===== config.mk =====
export PLATFORM = sky130hd
export DESIGN_NAME = ex_mem_skid_stage
export DESIGN_NICKNAME = d
export VERILOG_FILES = /design/src/rtl/ex_mem_skid_stage.sv
export SDC_FILE = /design/constraint.sdc
export NUM_CORES = 1
export LEC_CHECK = 0
export BUFFER_PORTS_ARGS = -buffer_cell sky130_fd_sc_hd__buf_4
export CORE_UTILIZATION = 55
export CTS_BUF_LIST = sky130_fd_sc_hd__clkbuf_8
export DETAILED_ROUTE_END_ITERATION = 8
export GPL_ROUTABILITY_DRIVEN = 0
export GPL_TIMING_DRIVEN = 0
export PLACE_DENSITY = 0.86
export SYNTH_ARGS = -nofsm -noshare
export SYNTH_HDL_FRONTEND = slang
export SYNTH_SLANG_ARGS = --single-unit

===== constraint.sdc =====
create_clock -name clk -period 1.74 [get_ports clk]
set_input_delay 0.174 -clock clk [delete_from_list [all_inputs] [get_ports clk]]
set_output_delay 0.174 -clock clk [all_outputs]
set_load 0.05 [all_outputs]

===== src/rtl/ex_mem_skid_stage.sv =====
`default_nettype none
// ============================================================================
// Module      : ex_mem_skid_stage
// Description : EX/MEM pipeline register with valid/ready handshake, a
//               two-entry skid buffer, synchronous flush, bubble control
//               masking and a forwarding tap.
// Revision    : 1.0 - initial release
// ============================================================================
module ex_mem_skid_stage #(
    parameter int DATAWIDTH = 32,
    parameter int REGINDEX  = 5,
    parameter int CTRLWIDTH = 9
) (
    input  logic                 clk,
    input  logic                 rst,
    input  logic                 flush,
    input  logic                 in_valid,
    output logic                 in_ready,
    input  logic [DATAWIDTH-1:0] alu_in,
    input  logic [DATAWIDTH-1:0] pcm_in,
    input  logic [DATAWIDTH-1:0] datareg_in,
    input  logic [REGINDEX-1:0]  regd_in,
    input  logic [CTRLWIDTH-1:0] ctrl_in,
    output logic                 out_valid,
    input  logic                 out_ready,
    output logic [DATAWIDTH-1:0] alu_out,
    output logic [DATAWIDTH-1:0] pcm_out,
    output logic [DATAWIDTH-1:0] datareg_out,
    output logic [REGINDEX-1:0]  regd_out,
    output logic [CTRLWIDTH-1:0] ctrl_out,
    output logic                 fwd_en,
    output logic [1:0]           occupancy
);

    localparam int c_PW = 3 * DATAWIDTH + REGINDEX + CTRLWIDTH;

    localparam logic [1:0] S_EMPTY = 2'd0;
    localparam logic [1:0] S_ONE   = 2'd1;
    localparam logic [1:0] S_FULL  = 2'd2;

    logic [1:0]      r_state;
    logic [1:0]      w_state_next;
    logic [c_PW-1:0] r_head;
    logic [c_PW-1:0] r_skid;
    logic [c_PW-1:0] w_in_beat;
    logic            w_acc_in;
    logic            w_acc_out;
    logic            w_load_head_in;
    logic            w_load_head_skid;
    logic            w_load_skid;

    assign w_in_beat = {alu_in, pcm_in, datareg_in, regd_in, ctrl_in};

    // Ready comes only from registered state (and reset), never from out_ready.
    assign in_ready  = ~rst & (r_state != S_FULL);
    assign out_valid = (r_state != S_EMPTY);
    assign w_acc_in  = in_valid & in_ready;
    assign w_acc_out = out_valid & out_ready;

    always_ff @(posedge clk) begin
        if (rst) begin
            r_state <= S_EMPTY;
        end else begin
            r_state <= w_state_next;
        end
    end

    always_comb begin
        w_state_next = r_state;
        if (flush) begin
            w_state_next = S_EMPTY;
        end else begin
            case (r_state)
                S_EMPTY: if (w_acc_in) w_state_next = S_ONE;
                S_ONE: begin
                    if (w_acc_in && !w_acc_out)      w_state_next = S_FULL;
                    else if (!w_acc_in && w_acc_out) w_state_next = S_EMPTY;
                end
                S_FULL:  if (w_acc_out) w_state_next = S_ONE;
                default: w_state_next = S_EMPTY;
            endcase
        end
    end

    always_comb begin
        w_load_head_in   = 1'b0;
        w_load_head_skid = 1'b0;
        w_load_skid      = 1'b0;
        if (!flush) begin
            case (r_state)
                S_EMPTY: w_load_head_in = w_acc_in;
                S_ONE: begin
                    w_load_head_in = w_acc_in & w_acc_out;
                    w_load_skid    = w_acc_in & ~w_acc_out;
                end
                S_FULL:  w_load_head_skid = w_acc_out;
                default: ;
            endcase
        end
    end

    // Payload holds across flush so data outputs keep their last value.
    always_ff @(posedge clk) begin
        if (rst) begin
            r_head <= '0;
            r_skid <= '0;
        end else begin
            if (w_load_head_in) begin
                r_head <= w_in_beat;
            end else if (w_load_head_skid) begin
                r_head <= r_skid;
            end
            if (w_load_skid) begin
                r_skid <= w_in_beat;
            end
        end
    end

    assign alu_out     = r_head[CTRLWIDTH + REGINDEX + 2 * DATAWIDTH +: DATAWIDTH];
    assign pcm_out     = r_head[CTRLWIDTH + REGINDEX + DATAWIDTH +: DATAWIDTH];
    assign datareg_out = r_head[CTRLWIDTH + REGINDEX +: DATAWIDTH];
    assign regd_out    = r_head[CTRLWIDTH +: REGINDEX];
    assign ctrl_out    = out_valid ? r_head[CTRLWIDTH-1:0] : '0;
    assign fwd_en      = out_valid & ctrl_out[0] & (regd_out != '0);
    assign occupancy   = r_state;

endmodule
`default_nettype wire


======== Yosys cells after proc, flatten, opt, wreduce, memory -nomap -nowiden ========
Cells that the tools add are included.
word-level totals
  flip-flop bits (word level) ............. 222
  word-level logic and storage cells ...... 42
  output and inout port bits .............. 115
  bits of input ports ..................... 115
operators by class
  mux-type cells .......................... 14
  bitwise logic cells ..................... 9
  reduce and logical (&&, ||, !) cells .... 10
  equality and inequality tests ........... 6
operator list
  cell                                                                    number
  110-bit 2-to-1 mux                                                      2
  9-bit 2-to-1 mux                                                        1
  2-bit 2-to-1 mux                                                        4
  1-bit AND                                                               7
  2-bit != test (second input constant)                                   3
  2-bit one-hot mux with 3 select lines                                   1
  1-bit 2-to-1 mux                                                        5
  5-bit nonzero test                                                      1
  2-bit nonzero test                                                      2
  3-bit != test (second input constant)                                   1
  3-bit AND reduction                                                     1
  2-bit by 1-bit equality test with 1-bit output (second input constant)  1
  2-bit equality test (second input constant)                             1
  1-bit logical AND                                                       2
  1-bit logical NOT                                                       2
  2-bit logical NOT                                                       1
  1-bit inverter                                                          2
  1-bit one-hot mux with 2 select lines                                   1
  2-bit OR reduction                                                      1

======== Depth between registers and ports, before layout ========
  depth in word-level cells ............... 8
  mapped depth ............................ 6

======== Least setup slack after synthesis ========
Ideal clock, no wire load.
  path kind ............................... register to output
  start point ............................. register r_state[0] (netlist: occupancy[0])
  end point ............................... output port fwd_en
  data arrival time ....................... 2.294 ns
  path slack .............................. -0.728 ns
  cell stages (with the launch flop) ...... 4
  path buffers ............................ 0
  path through ............................ dfxtp_1 -> nor2_1 -> nor2b_1 -> o21a_1
between the ends
  cells in the longest elaborated chain, start to end .. 4
ends and longest elaborated chain
  element                 RTL line  RTL
  start, declared         41        logic [1:0] r_state;
  start signal, assigned  64        r_state <= w_state_next;
  2-bit nonzero test      56        assign out_valid = (r_state != S_EMPTY);
  9-bit 2-to-1 mux        123       assign ctrl_out = out_valid ? r_head[CTRLWIDTH-1:0] : '0;
  net ctrl_out[0]         30        output logic [CTRLWIDTH-1:0] ctrl_out,
  1-bit AND (2 in a row)  124       assign fwd_en = out_valid & ctrl_out[0] & (regd_out != '0);
  end, declared           31        output logic fwd_en,
The timed path passes the listed nets, and every way through them passes these cells.

======== Worst setup path after layout ========
  start point ............................. register r_head[13]
  end point ............................... output port fwd_en
between the ends
  cells in the longest elaborated chain, start to end .. 2
ends and longest elaborated chain
  element                 RTL line  RTL
  start, declared         43        logic [c_PW-1:0] r_head;
  start signal, assigned  109       r_head <= w_in_beat;
  start signal, assigned  111       r_head <= r_skid;
  5-bit nonzero test      124
  1-bit AND               124
Every way passes these cells.

==> results.toml <==
[synthesis]
synth_top_cell_by_area = "dfxtp_1"
synth-compound-area-share = 0.195
synthSimpleGateAreaFrac = 0.248
netlist_area_um2 = 10700
synth_edf_count = 0
synthAdderAreaFrac = 0
synth_top_family_by_area = "simple AND/OR/NAND/NOR gates"
synth_top_area_share = 0.415
synth.area.top_cells = "dfxtp_1 (41%), nor3_2 (10%), a311oi_1 (9.0%), nand2_1 (7.8%), buf_4 (7.1%)"
synth_ff_type = "dfxtp_1"
synth_fp_nets = 1375
yosys.cell_types.count = 26
netlist_top_cells_count = "dfxtp_1 (222), nand2_1 (222), a21oi_1 (112)"
ys_seq_elements = 222
synth_xor_area_frac = 0
synthCells = 1260
muxShareOfSynthArea = 0.000934
synth_area_per_cell_um2 = 8.51
async_reset_ff_frac = 0
yosys_warnings = 0
seq_area_frac_synth = 0.415

[pwr]
powerDensity_nw_per_um2 = 779
p_seq_frac = 0.441
clkPwrFrac = 0.372
p_switching_mw = 3.52
vdd.ir_drop.worst_mv = 0.686
internal_power_mw = 8.56
power.leakage_nw = 6.08
sw_frac_of_total = 0.292
comb_power_share = 0.187

[timing]
finalHoldViolCount = 0
max-slew-margin-rel = 0.500
finalCriticalPeriod_ns = 1.92
fin_crit_sh = 1.10
clock_skew_ns = 0.0179
slew_viol_final = 0
worst_pin_slew_ns = 0.750
max_freq_mhz = 520
worst_slack_ns = -0.182
rsz0062_at_grt = "true"
hold_slack_ns = 0.0915
finalSetupViolCount = 9
tns_ns = -0.389

[clocking]
clk_latency_ns = 0.52
numCtsBuffers = 38
cts-root-buf = "clkbuf_8"
h-tree-depth = 2
cts.path.max_buffers = 3
cts_sinks = 222
cts_tree = "done"
clkTransAtPathRegs_ns = 0.06

[layout]
drive_gt1_frac = 0.398
design_area_um2 = 15500
num-nets-final = 1762
areaGrowthSynthToFinish_pct = 44.6
fill_cells = 1036
finalNonFillerCells = 1933
antenna_cells = 0

[floorplanning]
pin_count = 230
die_w_um = 142
die_h_um = 142
rows = 50
initial_core_util = 0.567
die-area_um2 = 20000
core_um2 = 18900

[min_path]
hold_path_class = "in -> reg"
hold_end = "occupancy[0]$_SDFFE_PP0P_"
whs_path_depth = 4
min_from = "in_valid"

[job]
maxCapViolations = 0

[run_status]
violations = "negative setup slack"
status = "finished with violations"

[detailed_routing]
drt-initial-drc-count = 1165
routed_wl_um = 38700
num_vias = 11800
post_drt_via_cell_ratio = 6.10
ant_nets = 0
remaining_drc_errors = 0
wl_per_cell_um = 20.0
firstDrtPassIters = 6

[setup_path]
critPathKind = "reg -> out"
timing.critical_path.buf_inv = 1
cp.arrival_ns = 1.75
rr_endpoint = "r_head[52]$_SDFFE_PP0P_"
critPathMaxFanout = 2
rr_startpoint = "occupancy[1]$_SDFFE_PP0P_"
cp.required_ns = 1.57
cp_cell_sequence = "or4_4 > o21a_4 > buf_8"
cp-start-kind = "register"
slowest_stage = "or4_4"
path_depth = 3
crit_path_max_incr_delay_ns = 0.55
critical_path.endpoint_type = "primary output"
r2r_slack_ns = -0.09
reg2reg_depth = 6
critPathTopFamily = "simple AND/OR/NAND/NOR gates"

[global_route]
grt_first_pass_wirelength_um = 56100
grt-ovfl-total = 0
grt_max_degree = 11
grt_pass1_vias = 11200
grt_antenna_before_repair = 0
gr-usage-all-layers = 0.352

[place]
port-buffer-count = 228
place.detailed.hpwl_um = 21600
placed_area_um2 = 12800
dp_cells = 1748
[worst max-delay path by stage]
stage / from / end / slack, ns
after global routing: r_head[13]$_SDFFE_PP0P_ / fwd_en / -0.20
after CTS: r_head[13]$_SDFFE_PP0P_ / fwd_en / -0.16
after floorplan: occupancy[1]$_SDFFE_PP0P_ / r_head[75]$_SDFFE_PP0P_ / 0.03
after detailed placement: occupancy[0]$_SDFFE_PP0P_ / r_head[50]$_SDFFE_PP0P_ / -0.39
after global placement: occupancy[0]$_SDFFE_PP0P_ / r_head[94]$_SDFFE_PP0P_ / -0.36
final: r_head[13]$_SDFFE_PP0P_ / fwd_en / -0.18
[registers in the layout, summed over array words and instances, names as in the netlist]
signal,flops
r_head,110
occupancy,2
r_skid,110
[placed cells by master, fill, tap and decap left out, types with 2 or more instances in the layout]
cell type,netlist,final
buf_4,102,341
nand2_1,222,222
dfxtp_1,222,219
a21oi_1,112,112
dlygate4sd3_1,0,111
nand3_1,110,110
nor3_2,110,100
o21ai_1,90,89
a311oi_2,0,56
a311oi_1,110,54
clkbuf_8,0,46
buf_6,23,38
buf_2,57,26
clkbuf_1,43,26
inv_1,1,20
o21ai_0,20,19
nor3_4,0,10
buf_1,11,10
buf_12,0,9
clkbuf_2,0,8
clkbuf_4,0,7
nor2b_1,12,6
nor2b_2,0,5
nor2_1,4,3
buf_8,0,3
o21ai_2,0,2
dfxtp_2,0,2
[stage by stage]
step            util  setup WS, ns  power (mW)
3_3_place_gp   0.676        -0.358        7.20
3_5_place_dp   0.676        -0.393        7.22
5_1_grt        0.820        -0.198        12.4
6_report       0.820        -0.182        12.1
2_1_floorplan      -        0.0269        6.56
4_1_cts        0.793        -0.162        11.8
[power groups by stage]
| stage | Combinational, mW | Sequential [mW] | Clock [mW] |
|---|---|---|---|
| finish | 2.26 | 5.33 | 4.49 |
| CTS | 2.08 | 5.32 | 4.44 |
| global placement | 1.78 | 5.42 | 0 |
| global route | 2.34 | 5.34 | 4.71 |
| floorplan | 1.16 | 5.40 | 0 |
| detailed placement | 1.80 | 5.42 | 0 |
[kinds of logic (layout without fill, tap and decap cells)]
group	Yosys count	count (layout)
AOI/OAI and AO/OA	334	334
muxes	1	1
DFF	222	222
buffers and inverters	237	650
and+or+nand+nor	466	466
[layout make-up]
| cell class | instances | area (um^2) | share of cell area |
|---|---|---|---|
| multi-input combinational | 801 | 5220 | 0.337 |
| sequential | 222 | 4450 | 0.287 |
| timing repair buffer | 349 | 3030 | 0.195 |
| buffer | 234 | 1750 | 0.113 |
| clock buffer | 46 | 633 | 0.0409 |
| tap | 260 | 325 | 0.0210 |
| clock inverter | 20 | 78.8 | 0.00509 |
| inverter | 1 | 3.75 | 0.000242 |
[per-layer routing]
layer	vias to the layer above	wire (um)	global-route usage
met3	268	3420	0.0675
met5	-	0	0
met4	0	2800	0.223
li1	5179	-	-
met2	836	18600	0.594
met1	5509	13900	0.410
[worst register-to-register path: cells and delay by family (launching register included)]
kind	cells	cell delay (ns)
DFF	1	0.36
buffers and inverters	3	0.54
and+or+nand+nor	2	0.47
AOI/OAI and AO/OA	1	0.35
[timing repair]
item                                    in CTS  in global routing
pin swaps                                   11                  6
buffers inserted                             6                  1
endpoints found under the setup margin     222                144
hold buffers                               112                  0
resized for setup                           78                130
cloned                                       3                  1
hold endpoints to repair                   113                  0
Power figures use the tool's default switching activity.
